## config.mk

```make
export PLATFORM = sky130hd
export DESIGN_NAME = ccm_arb
export DESIGN_NICKNAME = d
export VERILOG_FILES = /design/src/rtl/ccm_arb.sv
export SDC_FILE = /design/constraint.sdc
export NUM_CORES = 1
export LEC_CHECK = 0
export CAP_MARGIN = 20
export CELL_PAD_IN_SITES_DETAIL_PLACEMENT = 1
export CELL_PAD_IN_SITES_GLOBAL_PLACEMENT = 1
export CORE_ASPECT_RATIO = 1.5
export CORE_MARGIN = 2
export CORE_UTILIZATION = 10
export CTS_CLUSTER_DIAMETER = 50
export DETAILED_ROUTE_END_ITERATION = 16
export PLACE_DENSITY = 0.92
export SETUP_SLACK_MARGIN = 0.02
export SLEW_MARGIN = 30
export SYNTH_ARGS = -nofsm -noshare
export SYNTH_HDL_FRONTEND = slang
export SYNTH_SLANG_ARGS = --single-unit
export TNS_END_PERCENT = 50
```

## constraint.sdc

```tcl
create_clock -name clk -period 1 [get_ports clk]
set_input_delay 0.15 -clock clk [delete_from_list [all_inputs] [get_ports clk]]
set_output_delay 0.15 -clock clk [all_outputs]
set_load 0.03 [all_outputs]
```

## src/rtl/ccm_arb.sv

```systemverilog
// ccm_arb: two-port (LSU, DMA) arbiter in front of a single-ported DCCM.
// Latency: grant and DCCM strobes are combinational; read response 1 cycle after acceptance.
// Backpressure: only the granted requester sees ready; responses cannot be stalled.
//
// Ports:
//   clk, rst_n                     - single clock, synchronous active-low reset
//   lsu_req_* / lsu_rsp_*          - LSU request (valid/ready/we/addr/wdata) and read response
//   dma_req_* / dma_rsp_*          - DMA request and read response, same meaning as LSU
//   dccm_wren/rden/wr_addr/wr_data - DCCM access strobes, shared address and write data
//   dccm_rd_data                   - DCCM read data, valid the cycle after dccm_rden
//
// Optional feature: define CCM_ARB_STARVE_GUARD_EN to enable the DMA anti-starvation
// counter. With it, DMA wins over LSU after STARVE_LIMIT consecutive blocked cycles.
// Without it, LSU has strict priority and STARVE_LIMIT has no effect.
module ccm_arb #(
    parameter int unsigned STARVE_LIMIT = 4
) (
    input  logic        clk,
    input  logic        rst_n,

    input  logic        lsu_req_valid,
    output logic        lsu_req_ready,
    input  logic        lsu_req_we,
    input  logic [31:0] lsu_req_addr,
    input  logic [31:0] lsu_req_wdata,
    output logic        lsu_rsp_valid,
    output logic [31:0] lsu_rsp_rdata,

    input  logic        dma_req_valid,
    output logic        dma_req_ready,
    input  logic        dma_req_we,
    input  logic [31:0] dma_req_addr,
    input  logic [31:0] dma_req_wdata,
    output logic        dma_rsp_valid,
    output logic [31:0] dma_rsp_rdata,

    output logic        dccm_wren,
    output logic        dccm_rden,
    output logic [31:0] dccm_wr_addr,
    output logic [31:0] dccm_wr_data,
    input  logic [31:0] dccm_rd_data
);

    typedef enum logic [1:0] {
        OWN_NONE = 2'd0,
        OWN_LSU  = 2'd1,
        OWN_DMA  = 2'd2
    } own_t;

    // The counter is 4 bits wide, so the limit must fit in 1..15.
    if (STARVE_LIMIT < 1 || STARVE_LIMIT > 15) begin : g_limit_range
        $error("ccm_arb: STARVE_LIMIT must be in 1..15");
    end

    own_t rsp_own;
    logic dma_force;
    logic grant_lsu;
    logic grant_dma;

`ifdef CCM_ARB_STARVE_GUARD_EN
    logic [3:0] starve_cnt;

    // Once DMA has been blocked for STARVE_LIMIT cycles it overrides LSU priority.
    assign dma_force = dma_req_valid && (starve_cnt == 4'(STARVE_LIMIT));

    always_ff @(posedge clk) begin
        if (!rst_n) begin
            starve_cnt <= 4'd0;
        end else if (!dma_req_valid || grant_dma) begin
            starve_cnt <= 4'd0;
        end else if (starve_cnt != 4'(STARVE_LIMIT)) begin
            starve_cnt <= starve_cnt + 4'd1;
        end
    end
`else
    assign dma_force = 1'b0;
`endif

    // Grants are suppressed while reset is asserted so no DCCM access leaks out.
    assign grant_lsu = rst_n && lsu_req_valid && !dma_force;
    assign grant_dma = rst_n && dma_req_valid && (!lsu_req_valid || dma_force);

    assign lsu_req_ready = grant_lsu;
    assign dma_req_ready = grant_dma;

    always_comb begin
        dccm_wren    = 1'b0;
        dccm_rden    = 1'b0;
        dccm_wr_addr = 32'd0;
        dccm_wr_data = 32'd0;
        if (grant_lsu) begin
            dccm_wren    = lsu_req_we;
            dccm_rden    = !lsu_req_we;
            dccm_wr_addr = lsu_req_addr;
            dccm_wr_data = lsu_req_wdata;
        end else if (grant_dma) begin
            dccm_wren    = dma_req_we;
            dccm_rden    = !dma_req_we;
            dccm_wr_addr = dma_req_addr;
            dccm_wr_data = dma_req_wdata;
        end
    end

    // Remember who owns the read data returning next cycle; writes produce no response.
    always_ff @(posedge clk) begin
        if (!rst_n) begin
            rsp_own <= OWN_NONE;
        end else if (grant_lsu && !lsu_req_we) begin
            rsp_own <= OWN_LSU;
        end else if (grant_dma && !dma_req_we) begin
            rsp_own <= OWN_DMA;
        end else begin
            rsp_own <= OWN_NONE;
        end
    end

    // Qualified by rst_n so a read accepted just before reset never returns data.
    assign lsu_rsp_valid = rst_n && (rsp_own == OWN_LSU);
    assign dma_rsp_valid = rst_n && (rsp_own == OWN_DMA);
    assign lsu_rsp_rdata = lsu_rsp_valid ? dccm_rd_data : 32'd0;
    assign dma_rsp_rdata = dma_rsp_valid ? dccm_rd_data : 32'd0;

endmodule

```

# Word level (Yosys, flattened, before mapping)
# Cells that the tools add are included.
[op_classes] eq_ne=2 mux=12 bitwise_logic=1 reduce_logical=11
[op_table] op="$mux W32" n=6
[op_table] op="$logic_and A1 B1 Y1" n=7
[op_table] op="$mux W1" n=5
[op_table] op="$logic_not A1 Y1" n=3
[op_table] op="$eq A2 B1 Y1 const B" n=1
[op_table] op="$eq A2 B2 Y1 const B" n=1
[op_table] op="$mux W2" n=1
[op_table] op="$reduce_or A2 Y1" n=1
[op_table] op="$not A1 Y1" n=1
[word_totals] register_bits=2 out_inout_bits=134 elab_cells=28

# Longest topological paths before layout
[depth] ltp_word=5 mapped_depth=5 depth_no_buf=3

# Least setup slack after synthesis
# Ideal clock, no wire load.
[synth_timing] path_type="register -> output" start="register rsp_own[0]" end="output dma_rsp_rdata[22]" t_arrival_ns=1.126 setup_slack_ns=-0.276 path_stages_with_launch=4 cell_sequence="dfxtp_1 and3b_1 buf_2 and2_1"
[synth_via] elab_chain_len=3
[synth_rtl] item="from (decl)" line="55" rtl="own_t rsp_own;"
[synth_rtl] item="from (signal assigned)" line="107" rtl="rsp_own <= OWN_NONE;"
[synth_rtl] item="from (signal assigned)" line="109" rtl="rsp_own <= OWN_LSU;"
[synth_rtl] item="from (signal assigned)" line="111" rtl="rsp_own <= OWN_DMA;"
[synth_rtl] item="$eq A2 B2 Y1" line="119" rtl="assign dma_rsp_valid = rst_n && (rsp_own == OWN_DMA);"
[synth_rtl] item="$logic_and A1 B1 Y1" line="119"
[synth_rtl] item="via dma_rsp_valid" line="34" rtl="output logic dma_rsp_valid,"
[synth_rtl] item="$mux W32" line="121" rtl="assign dma_rsp_rdata = dma_rsp_valid ? dccm_rd_data : 32'd0;"
[synth_rtl] item="to (decl)" line="35" rtl="output logic [31:0] dma_rsp_rdata,"
# The timed path passes the listed nets, and every way through them passes these cells.

# Final worst setup path
[layout_timing] start="register rsp_own[0]" end="output dma_rsp_rdata[13]"
[layout_via] elab_chain_len=3
[layout_rtl] item="$eq A2 B2 Y1" line="119"
[layout_rtl] item="$logic_and A1 B1 Y1" line="119"
[layout_rtl] item="$mux W32" line="121"
# No other way between the ends.

==> flow_metrics.py <==
metrics = {
    "hold_path": {
        "hold_path_class": "in2reg",
        "hold_start": "lsu_req_valid",
        "holdPathStages": 3,
    },
    "final_layout": {
        "final_common_cell": "clkdlybuf4s50_1",
        "syn_to_final_growth_pct": 311,
        "largest_reg_flops": 2,
        "drive_above_1_share": 0.590,
        "fillers": 1429,
        "fin_area_um2": 5550,
        "final_cell_mix": "clkdlybuf4s50_1, buf_6, and2_4",
        "reg_top3": "rsp_own (2)",
        "regMostFlops": "rsp_own",
        "fin_nets": 644,
        "diodes": 0,
    },
    "global_route": {
        "grt_pass1_vias": 3461,
        "antenna_found_initial": 0,
        "grt_first_pass_wirelength_um": 21400,
        "grt-ovfl-total": 0,
        "grt_usage": 0.192,
        "grt_max_degree": 36,
    },
    "sta": {
        "hold_viol": 0,
        "finalSetupViolations": 131,
        "max_freq_ghz": 0.695,
        "setup_tns_ns": -44.67,
        "timing.slew.headroom": 0.821,
        "setup_slack_ns": -0.439,
        "post-route-period-util": 1.44,
        "fin_crit_ns": 1.44,
        "grt_setup_unrepaired": "true",
        "tightest_slew_ns": 0.269,
        "slew_violations": 0,
        "holdWs_ns": 0.224,
    },
    "power_and_ir_drop": {
        "finalPower_mw": 3.10,
        "power.switching_mw": 1.12,
        "p_int_mw": 1.98,
        "p_per_area_nw_per_um2": 558,
        "p_comb_frac": 0.776,
        "p_seq_frac": 0.028,
        "p_leak_nw": 2.51,
        "p_clk_frac": 0.197,
        "max-vdd-ir-drop_uv": 386,
        "sw_frac_of_total": 0.360,
    },
    "drt": {
        "drt_wl_total_um": 14600,
        "via_per_inst": 4.53,
        "first_pass_iters": 6,
        "wl_per_cell_um": 22.9,
        "num_vias": 2890,
        "drc_errors": 0,
        "ant_nets": 0,
        "drtIter0Drc": 40,
    },
    "cts": {
        "cts-root-buf": "clkbuf_16",
        "clk_pin_slew_worst_paths_ns": 0.03,
        "cts_tree": "built",
        "cts_max_path_buffers": 2,
        "cts_buffers": 3,
        "clock-sinks": 2,
        "cts-htree-levels": 1,
    },
    "floorplanning": {
        "fp.dieH_um": 146,
        "die_area_um2": 14500,
        "ios": 300,
        "dieWidth_um": 98.9,
        "start_util": 0.101,
        "coreArea_um2": 13300,
        "row_count": 52,
    },
    "logic_synthesis": {
        "synth_seq_area_share": 0.0296,
        "syn_nets": 335,
        "ys_warn_count": 0,
        "syn-cell-area_um2": 1350,
        "synth-seq-cells": 2,
        "synthDistinctLibCells": 14,
        "synth.top_cell.area_share": 0.481,
        "synth_area_leader_cell": "a32o_1",
        "syn_inst": 169,
        "avgSynthCellArea_um2": 8.00,
        "synth.area.top_cells": "a32o_1, and2_1, buf_6, buf_2, dfxtp_1",
    },
    "worst_setup_path": {
        "critPathMaxStageDelay_ns": 0.32,
        "criticalPathCategory": "reg2out",
        "worstPathRequired_ns": 0.85,
        "cp.arrival_ns": 1.29,
        "cp-end-kind": "output port",
        "startpoint": "rsp_own[0]",
        "path_max_fanout": 21,
        "cp_slowest_cell": "dfxtp_2",
        "path_cells": "and3b_2, buf_12, and2_2, buf_6",
        "critPathLaunchType": "register",
    },
    "status": {
        "violations": "setup timing",
        "status": "finished with violations",
    },
    "placed_design": {
        "place.gp.congestion": 0.794,
        "place_area_um2": 4510,
        "portBuffers": 299,
        "dpl.hpwl_um": 10200,
    },
    "flow_run": {
        "maxCapViolCount": 0,
    },
}
## final cells by class
cell class                 count  area [µm²]  share of cell area
clock buffer                   3        75.1              0.0135
multi-input combinational    138        1320               0.238
tap                          162         203              0.0365
inverter                       2        17.5             0.00315
sequential                     2        42.5             0.00766
timing repair buffer         331        3890               0.701
## synth_stat cells
master,instances
buf_6,11
buf_2,11
o32ai_1,1
nand2_1,2
dfxtp_1,2
and2_1,64
and3b_1,2
inv_2,1
clkbuf_1,5
nor3_1,1
a32o_1,65
inv_1,1
and2_4,1
nor2_1,2
## critical path, delay by kind of cell (launching register included)
kind                   cells  cell delay [ns]
buffers and inverters      2             0.29
and+or+nand+nor            2             0.45
DFF                        1             0.32
## per-layer routing
metal	up-vias	routed length [µm]	track usage
met5	-	0	0
met4	0	329	0.0582
met3	16	1320	0.0503
met2	212	8480	0.392
met1	1359	4480	0.179
li1	1303	-	-
## final timing paths
check,endpoint,slack (ns)
setup / recovery,dma_rsp_rdata[13],-0.44
hold / removal,rsp_own[1],0.22
## power by group through the flow
stage	clock (mW)	combinational (mW)	sequential (mW)
2_1_floorplan	0	0.783	0.0847
3_3_place_gp	0	1.95	0.0850
3_5_place_dp	0	1.99	0.0852
4_1_cts	0.606	2.41	0.0852
5_1_grt	0.628	2.50	0.0856
6_report	0.609	2.40	0.0854
## timing repair
| item | 4_1_cts | 5_1_grt |
|---|---|---|
| hold buffers | 0 | 0 |
| pin swaps | 82 | 18 |
| cloned | 11 | 0 |
| gates resized for setup | 230 | 8 |
| setup buffers | 6 | 2 |
| endpoints found under the setup margin | 135 | 133 |
## per-stage QoR
stage	worst slack, ns	std cells	utilization
after global routing	-0.473	638	0.416
after global placement	-0.687	618	0.338
after detailed placement	-0.709	618	0.338
after CTS	-0.429	638	0.417
final	-0.439	638	0.416
after floorplan	-0.152	169	-
## logic make-up (layout without fill, tap and decap cells)
group                  after synthesis  count (layout)  share of synthesized area
flip-flops                           2               2                     0.0296
AND/OR/NAND/NOR                     72              72                      0.331
buffers and inverters               29             336                      0.152
AO/OA/AOI/OAI                       66              66                      0.488
No activity file was read; power rests on OpenSTA's default activity.
